## src/rtl/c5_pkg.sv

```systemverilog
// Shared definitions for the c5 iterative divider: FSM states, datapath width
// and the divide-by-zero quotient constant.
package c5_pkg;

    localparam int C5_XLEN = 32;

    typedef enum logic [1:0] {
        IDLE = 2'd0,
        CALC = 2'd1,
        FIX  = 2'd2
    } c5_div_state_e;

    localparam logic [C5_XLEN-1:0] C5_DIV_ZERO_QUO = '1;

endpackage

```

## src/rtl/c5_negate.sv

```systemverilog
// c5 two's-complement negation: negated = ~value + 1 (the most negative value maps to itself).
module c5_negate
    import c5_pkg::*;
#(
    parameter int WIDTH = C5_XLEN
) (
    input  logic [WIDTH-1:0] value,
    output logic [WIDTH-1:0] negated
);

    assign negated = ~value + 1'b1;

endmodule

```

## src/rtl/c5_divider.sv

```systemverilog
// c5 iterative restoring divider, one quotient bit per clock, signed/unsigned.
// Optional build macro C5_DIV_ZERO_FAST_EN: divide-by-zero skips the iteration phase.
module c5_divider
    import c5_pkg::*;
#(
    parameter int WIDTH = C5_XLEN
) (
    input  logic             I_clk,
    input  logic             I_reset_n,
    input  logic             I_start,
    input  logic             I_signed,
    input  logic [WIDTH-1:0] I_a,
    input  logic [WIDTH-1:0] I_b,
    output logic             O_busy,
    output logic             O_done,
    output logic [WIDTH-1:0] O_quotient,
    output logic [WIDTH-1:0] O_remainder,
    output logic             O_div_zero
);

    localparam int CNT_W = (WIDTH > 2) ? $clog2(WIDTH) : 1;
    localparam logic [CNT_W-1:0] LAST_ITER = CNT_W'(WIDTH - 1);
    localparam logic [WIDTH-1:0] DIV_ZERO_QUO = {WIDTH{C5_DIV_ZERO_QUO[0]}};

    c5_div_state_e    state, state_next;
    logic [CNT_W-1:0] iter_cnt;
    logic             sign_a, sign_b, div_zero;
    logic [WIDTH-1:0] a_raw;
    logic [WIDTH-1:0] b_mag;
    logic [WIDTH-1:0] quo;
    logic [WIDTH-1:0] rem;

    logic             b_zero;
    logic             start_sign_a, start_sign_b;
    logic [WIDTH-1:0] neg_a_in, neg_b_in, neg_a_out, neg_b_out;
    logic [WIDTH-1:0] a_mag_in, b_mag_in;
    logic [WIDTH:0]   rem_shift;
    logic [WIDTH:0]   trial;
    logic             trial_ok;

    // Two negators are shared: operand magnitudes on entry, result sign fixup in FIX.
    always_comb begin
        neg_a_in = I_a;
        neg_b_in = I_b;
        if (state == FIX) begin
            neg_a_in = quo;
            neg_b_in = rem;
        end
    end

    c5_negate #(.WIDTH(WIDTH)) u_negate_a (.value(neg_a_in), .negated(neg_a_out));
    c5_negate #(.WIDTH(WIDTH)) u_negate_b (.value(neg_b_in), .negated(neg_b_out));

    assign b_zero       = (I_b == '0);
    assign start_sign_a = I_signed & I_a[WIDTH-1];
    assign start_sign_b = I_signed & I_b[WIDTH-1];
    assign a_mag_in     = start_sign_a ? neg_a_out : I_a;
    assign b_mag_in     = start_sign_b ? neg_b_out : I_b;

    // When the shifted remainder overflows WIDTH bits it always exceeds the divisor.
    assign rem_shift = {rem, quo[WIDTH-1]};
    assign trial     = rem_shift - {1'b0, b_mag};
    assign trial_ok  = rem_shift[WIDTH] | ~trial[WIDTH];

    always_ff @(posedge I_clk or negedge I_reset_n) begin
        if (!I_reset_n) begin
            state <= IDLE;
        end else begin
            state <= state_next;
        end
    end

    always_comb begin
        state_next = state;
        case (state)
            IDLE: begin
                if (I_start) begin
`ifdef C5_DIV_ZERO_FAST_EN
                    state_next = b_zero ? FIX : CALC;
`else
                    state_next = CALC;
`endif
                end
            end
            CALC: begin
                if (iter_cnt == LAST_ITER) begin
                    state_next = FIX;
                end
            end
            FIX:     state_next = IDLE;
            default: state_next = IDLE;
        endcase
    end

    always_ff @(posedge I_clk or negedge I_reset_n) begin
        if (!I_reset_n) begin
            iter_cnt    <= '0;
            sign_a      <= 1'b0;
            sign_b      <= 1'b0;
            div_zero    <= 1'b0;
            a_raw       <= '0;
            b_mag       <= '0;
            quo         <= '0;
            rem         <= '0;
            O_done      <= 1'b0;
            O_quotient  <= '0;
            O_remainder <= '0;
            O_div_zero  <= 1'b0;
        end else begin
            O_done <= 1'b0;
            case (state)
                IDLE: begin
                    if (I_start) begin
                        sign_a   <= start_sign_a;
                        sign_b   <= start_sign_b;
                        div_zero <= b_zero;
                        a_raw    <= I_a;
                        b_mag    <= b_mag_in;
                        quo      <= a_mag_in;
                        rem      <= '0;
                        iter_cnt <= '0;
                    end
                end
                CALC: begin
                    iter_cnt <= iter_cnt + 1'b1;
                    if (trial_ok) begin
                        rem <= trial[WIDTH-1:0];
                    end else begin
                        rem <= rem_shift[WIDTH-1:0];
                    end
                    quo <= {quo[WIDTH-2:0], trial_ok};
                end
                FIX: begin
                    O_done     <= 1'b1;
                    O_div_zero <= div_zero;
                    if (div_zero) begin
                        O_quotient  <= DIV_ZERO_QUO;
                        O_remainder <= a_raw;
                    end else begin
                        O_quotient  <= (sign_a ^ sign_b) ? neg_a_out : quo;
                        O_remainder <= sign_a ? neg_b_out : rem;
                    end
                end
                default: ;
            endcase
        end
    end

    assign O_busy = (state != IDLE);

endmodule
```

## config.mk

```make
export PLATFORM = sky130hd
export DESIGN_NAME = c5_divider
export DESIGN_NICKNAME = d
export VERILOG_FILES = /design/src/rtl/c5_pkg.sv /design/src/rtl/c5_negate.sv /design/src/rtl/c5_divider.sv
export SDC_FILE = /design/constraint.sdc
export NUM_CORES = 1
export LEC_CHECK = 0
export CAP_MARGIN = 15
export CORE_ASPECT_RATIO = 1.4
export CORE_MARGIN = 4
export CORE_UTILIZATION = 40
export DETAILED_ROUTE_END_ITERATION = 10
export HOLD_SLACK_MARGIN = 0.06
export SLEW_MARGIN = 20
export SYNTH_ARGS = -nofsm -noshare
export SYNTH_HDL_FRONTEND = slang
export SYNTH_SLANG_ARGS = --single-unit
```

## constraint.sdc

```tcl
create_clock -name I_clk -period 4 [get_ports I_clk]
set_input_delay 1.2 -clock I_clk [delete_from_list [all_inputs] [get_ports I_clk]]
set_output_delay 1.2 -clock I_clk [all_outputs]
set_load 0.01 [all_outputs]
```

==> reports/metrics.yaml <==
status: "finished, final reports clean"
antenna_found_initial: 0
cts.clk_slew.worst_paths_ns: 0.06
fin_crit_ns: 3.78
synth_nets: 1899
synth_warnings: 0
rows: 82
powerDensity_nw_per_um2: 741
io_buffers: 134
die-width_um: 168
setup.worst_path.end_class: "flop"
drt_iter0_markers: 839
p_leak_nw: 7.22
cts_htree_levels: 1
maxCapViolCount: 0
crit_required_ns: 4.38
synth_flop_cell: "dfrtp_1"
max_freq_mhz: 265
routedWlPerCell_um: 19.7
final_util_pct: 48.4
synthArstFlopShare_pct: 100
ios: 135
cts_setup_buffers: 0
via_count: 13600
final_cells: 2381
seq_area_um2: 5110
synth_edf_count: 0
die_y_um: 233
path_class: "reg -> reg"
ctsResizeCount: 0
hp-class: "reg -> reg"
multi_input_area_um2: 8590
yosys.cell_types.count: 93
n_fill_cell: 3509
drive_above_1_share_pct: 8.86
ant_nets: 0
final.setup.tns_ns: 0
coreArea_um2: 35700
critPathLaunchType: "flop"
clock_sinks: 204
relSlewSlack_pct: 51.1
finalWorstSetupSlack_ns: 0.224
first_global_vias: 13300
crit_fanout: 43
ir_drop_mv: 0.384
place.detailed.hpwl_mm: 34.2
hold_violations: 0
grt_max_degree: 85
slew_viol_final: 0
synth_area_um2: 14400
antenna_cells: 0
grt_pass1_wl_mm: 74.3
cts_tree: "built"
syn-instance-count: 1794
place_inst: 2341
fin_skew_ns: 0.00754
initial_utilization_pct: 40.4
synth_top_area_share_pct: 35.4
area_delta_synth_final_pct: 19.9
clockRootBuffer: "clkbuf_16"
tightest_slew_ns: 0.727
synth_area_leaders: "dfrtp_1 35%, nand2_1 6.5%, o21ai_0 6.0%"
fin_nets: 2008
placed_cell_area_um2: 16600
rsz0062_at_grt: "false"
finalInstanceArea_um2: 17300
drt-total-wl_mm: 46.9
clk_path_buf_depth: 3
crit_arrival_ns: 4.15
ctsHoldBuffers: 0
overflow: 0
preCtsSetupSlack_ns: 0.132
synth_area_per_cell_um2: 8.04
cts_buffers: 22
vias_per_cell: 5.71
synth_top_cell_by_area: "dfrtp_1"
ys_ff_latch: 204
clk_latency_ns: 0.52
r2r_setup_slack_ns: 0.22
setup_viol: 0
dieArea_um2: 39200
gp_congestion: 0.913
track_usage_pct: 23.4
fin_crit_sh_pct: 94.4
drtPass1Iterations: 5
seq_area_frac_synth_pct: 35.4
drc: 0
## registers in the layout, summed over array words and instances (netlist names)
| name | cells |
|---|---|
| O_quotient | 32 |
| O_div_zero | 1 |
| div_zero | 1 |
| rem | 32 |
| state | 2 |
| sign_b | 1 |
| O_remainder | 32 |
| a_raw | 32 |
| O_done | 1 |
| iter_cnt | 5 |
| b_mag | 32 |
| quo | 32 |
| sign_a | 1 |
## metal layers
metal,track usage (%),wire [µm]
met4,10.6,2230
met3,1.90,2130
met1,30.2,20000
met2,39.8,22500
met5,0,0
## final cells by class
class	count	area share, %
clock buffers	32	3.87
multi-input cells	1402	49.7
well taps	462	3.34
flip-flops and latches	204	29.5
inverters	53	1.18
repair buffers	220	12.1
clock inverters	8	0.268
## report_power, final
part | internal (mW) | switching (mW) | total [mW] | leakage, nW
registers | 2.85 | 0.871 | 3.72 | 2.45
logic | 3.06 | 4.00 | 7.06 | 4.41
clock network | 1.16 | 0.867 | 2.03 | 0.358
## layout by cell type (no fill, tap or decap), drive strengths merged, types with 5 or more instances in the layout
cell	count
or3	12
inv	52
nand2	251
xnor2	61
clkdlybuf4s50	133
a2111oi	8
a22oi	15
ha	36
clkbuf	32
dfrtp	204
a21o	14
a22o	21
clkinv	8
nor2	199
a211oi	20
mux2i	64
nor2b	8
o22a	5
xor2	41
a21oi	151
o22ai	12
nand4	16
and3	18
nor3	48
a32oi	6
a31oi	23
buf	87
nand3	35
and2	12
nand2b	8
o211ai	24
nor4	6
o31ai	10
a221oi	10
o2111ai	7
o21ai	190
a221o	7
## synthesized netlist by cell type, types with 17 or more instances
| master | n |
|---|---|
| xnor2_1 | 61 |
| inv_1 | 51 |
| ha_1 | 36 |
| nor3_1 | 44 |
| a31oi_1 | 23 |
| o21ai_0 | 173 |
| nor2_1 | 197 |
| nand2_1 | 249 |
| xor2_1 | 41 |
| o21ai_1 | 17 |
| clkbuf_1 | 91 |
| nand3_1 | 33 |
| a211oi_1 | 20 |
| and3_1 | 18 |
| mux2i_1 | 60 |
| o211ai_1 | 23 |
| buf_1 | 24 |
| a22o_1 | 21 |
| a21oi_1 | 151 |
| dfrtp_1 | 204 |
## worst max-delay path, stage by stage (launching register included)
cell and delay [ns]:
dfrtp_1 0.42, inv_1 0.16, ha_1 0.25, inv_1 0.07, fa_1 0.44, a211oi_1 0.36, o21a_1 0.20, a2111oi_0 0.15
a211oi_1 0.24, buf_4 0.19, a211oi_1 0.09, buf_4 0.16, o21ai_4 0.27, buf_12 0.25, nor2_1 0.07, a21oi_1 0.19
o21ai_0 0.10
## path summary, 6_finish.rpt
path                           startpoint             end  cells past startpoint
max                               quo[31]         rem[20]                     16
max in group asynchronous       I_reset_n   O_quotient[9]                      2
min reg2reg                O_quotient[14]  O_quotient[14]                      2
min                        O_quotient[14]  O_quotient[14]                      2
max reg2reg                       quo[31]         rem[20]                     16
min in group asynchronous       I_reset_n  O_remainder[8]                      1
## cells by family (layout without fill, tap and decap cells)
group	count (synthesis)	after routing	synth area share (%)
AND/OR/NAND/NOR	643	643	20.8
flip-flops	204	204	35.4
adder cells (fa/ha/maj)	37	37	3.26
AO/OA/AOI/OAI	553	553	24.1
XOR/XNOR	102	102	6.20
multiplexers	67	67	4.96
buffers and inverters	188	313	5.36
## stage by stage
stage / power [mW] / hold WS (ns)
2_1_floorplan: 8.59 / 0.438
3_5_place_dp: 10.8 / 0.458
5_1_grt: 13.9 / 0.484
6_report: 12.8 / 0.468
4_1_cts: 12.8 / 0.474
3_3_place_gp: 10.7 / 0.452
Power figures use the tool's default switching activity.
==> RTL change (same flow settings) <==
Register the input `I_b` before use. The logic sees it one clock later. The other inputs are not delayed to match.
--- a/src/rtl/c5_divider.sv
+++ b/src/rtl/c5_divider.sv
@@ -22,6 +22,12 @@
     localparam logic [CNT_W-1:0] LAST_ITER = CNT_W'(WIDTH - 1);
     localparam logic [WIDTH-1:0] DIV_ZERO_QUO = {WIDTH{C5_DIV_ZERO_QUO[0]}};
 
+    logic [WIDTH-1:0] I_b_q;
+
+    always_ff @(posedge I_clk) begin
+        I_b_q <= I_b;
+    end
+
     c5_div_state_e    state, state_next;
     logic [CNT_W-1:0] iter_cnt;
     logic             sign_a, sign_b, div_zero;
@@ -41,7 +47,7 @@
     // Two negators are shared: operand magnitudes on entry, result sign fixup in FIX.
     always_comb begin
         neg_a_in = I_a;
-        neg_b_in = I_b;
+        neg_b_in = I_b_q;
         if (state == FIX) begin
             neg_a_in = quo;
             neg_b_in = rem;
@@ -51,11 +57,11 @@
     c5_negate #(.WIDTH(WIDTH)) u_negate_a (.value(neg_a_in), .negated(neg_a_out));
     c5_negate #(.WIDTH(WIDTH)) u_negate_b (.value(neg_b_in), .negated(neg_b_out));
 
-    assign b_zero       = (I_b == '0);
+    assign b_zero       = (I_b_q == '0);
     assign start_sign_a = I_signed & I_a[WIDTH-1];
-    assign start_sign_b = I_signed & I_b[WIDTH-1];
+    assign start_sign_b = I_signed & I_b_q[WIDTH-1];
     assign a_mag_in     = start_sign_a ? neg_a_out : I_a;
-    assign b_mag_in     = start_sign_b ? neg_b_out : I_b;
+    assign b_mag_in     = start_sign_b ? neg_b_out : I_b_q;
 
     // When the shifted remainder overflows WIDTH bits it always exceeds the divisor.
     assign rem_shift = {rem, quo[WIDTH-1]};
Formal check against the unedited RTL: same outputs for any inputs over 10 cycles, from zero or initial values and one cycle with I_reset_n low; that may be too few to reach the edited logic, so the function may still have changed.
==> RTL change against the unedited design <==
Sequential cell count is 32 higher; die area is 3.8% higher; wire length is 1.5% higher; sequential power is 6.5% higher; highest routed layer unchanged; synthesized cell count is 1.1% higher; synthesized area is 4.0% higher; combinational power is 3.3% higher; final area is 4.5% higher; total power is 6.6% higher; worst setup slack better by 0.12 ns; via count is 1.4% higher; non-clock buffer count is 2 higher.
==> RTL change: results (changes against the unedited design) <==
- Status: completed
- Cts bufs inserted: 26 (+18%)
- DR vias: 13,794 (+1.4%)
- Register area share after synthesis: 38.32% (+2.9 points)
- Initial antenna violation count: 0 (unchanged)
- Detailed placement HPWL: 33,680 µm (-1.5%)
- Adder-cell share of the synthesized area: 3.138% (-0.13 points)
- Layout cell share with drive strength beyond 1: 8.756% (-0.10 points)
- Switching pwr: 5.827 mW (+1.6%)
- Largest net degree at the start of global routing: 101 (+19%)
- Power Density: 755.7 nW/µm² (+2.0%)
- Synth area leaders: dfrtp_1 34%, nand2_1 6.6%, o21ai_0 5.8%, mux2i_1 5.1%, a21oi_1 5.1%
- Hold Startpoint: b_mag[10]
- Crit-path slowest cell: o21a_1
- GP Congestion: 0.9038 (-0.99%)
- Drt total wl: 47,580 µm (+1.5%)
- Worst skew pair latency: 0.54 ns (+0.02 ns)
- Final Skew: 0.01497 ns (+0.007429 ns)
- Clk power: 2.40 mW (+18%)
- Seq pwr: 3.96 mW (+6.5%)
- Worst R2R Setup Slack: 0.35 ns (+0.12 ns)
- Post-synthesis mux area share: 5.624% (+0.66 points)
- Clock buffer depth: 3 (unchanged)
- Unique masters post-synth: 93 (unchanged)
- Reg-to-Reg End: rem[0]
- Tot GR Track Use: 22.84% (-0.52 points)
- Worst vdd ir: 0.3409 mV (-11%)
- Top cells by count, synth: 263 x nand2_1, 204 x dfrtp_1, 174 x o21ai_0
- Xor-xnor portion of the synthesized cell area: 5.549% (-0.65 points)
- 1st-iter DRT viols: 1,127 (+34%)
- Worst-Margin Slew: 0.8394 ns (+0.1121 ns)
- Hold Crit Endpoint: b_mag[10]
- Pleak: 7.669 nW (+6.3%)
- Post-synthesis compound-gate area fraction: 22.67% (-1.4 points)
- CP arrival: 4.11 ns (-0.04 ns)
- Share of flip-flops with an asynchronous set or reset: 86.44% (-14 points)
- Setup Buffers After CTS: 0 (unchanged)
- Placed instance area: 17,210 µm² (+3.9%)
- WHS Path Cells: 1 (-1)
- Net count, final: 2,039 (+1.5%)
[RTL change: final cells by class]
| cell class | instances | area, µm² |
|---|---|---|
| fill | 3547 | 18810 |
| tap | 467 | 584.3 |
| timing repair buffer | 222 | 2131 |
| clock inverter | 6 | 61.31 |
| inverter | 53 | 203.9 |
| sequential | 236 | 5747 |
| clock buffer | 41 | 788.3 |
| multi-input combinational | 1395 | 8544 |
[RTL change: how the worst max path moves through the flow]
| stage | slack, ns | start | to | depth (start not counted) |
|---|---|---|---|---|
| after global placement | 0.16 | I_a[0] | O_quotient[30] | 10 |
| after floorplan | -0.04 | state[1] | O_remainder[24] | 21 |
| after detailed placement | 0.13 | I_a[0] | O_quotient[30] | 10 |
| final | 0.35 | quo[31] | rem[0] | 16 |
| after CTS | 0.29 | quo[31] | rem[0] | 16 |
| after global routing | 0.07 | quo[31] | rem[0] | 16 |
[RTL change: cell families after synthesis]
kind of cell             Yosys count
multiplexers                      82
AO/OA/AOI/OAI                    548
flip-flops                       236
AND/OR/NAND/NOR                  633
adder cells (fa/ha/maj)           37
buffers and inverters            183
XOR/XNOR                          95
[RTL change: metrics by stage]
step,std cells,hold WS (ns),utilization [%],setup slack (ns)
after floorplan,1814,0.4379,-,-0.04300
after global placement,2373,0.4542,46.68,0.1551
after detailed placement,2373,0.4568,46.68,0.1309
after CTS,2420,0.4780,48.99,0.2948
after global routing,2420,0.4812,48.99,0.07012
final,2420,0.4732,48.99,0.3481
[RTL change: per-layer routing]
metal	share of wire, %	vias to the layer above	routed length (µm)	GRT usage, %
met5	0	-	0	0
met3	4.5	73	2122	2.121
met1	43	6660	20580	30.22
li1	-	6690	-	-
met4	2.6	0	1214	6.726
met2	50	371	23660	39.44
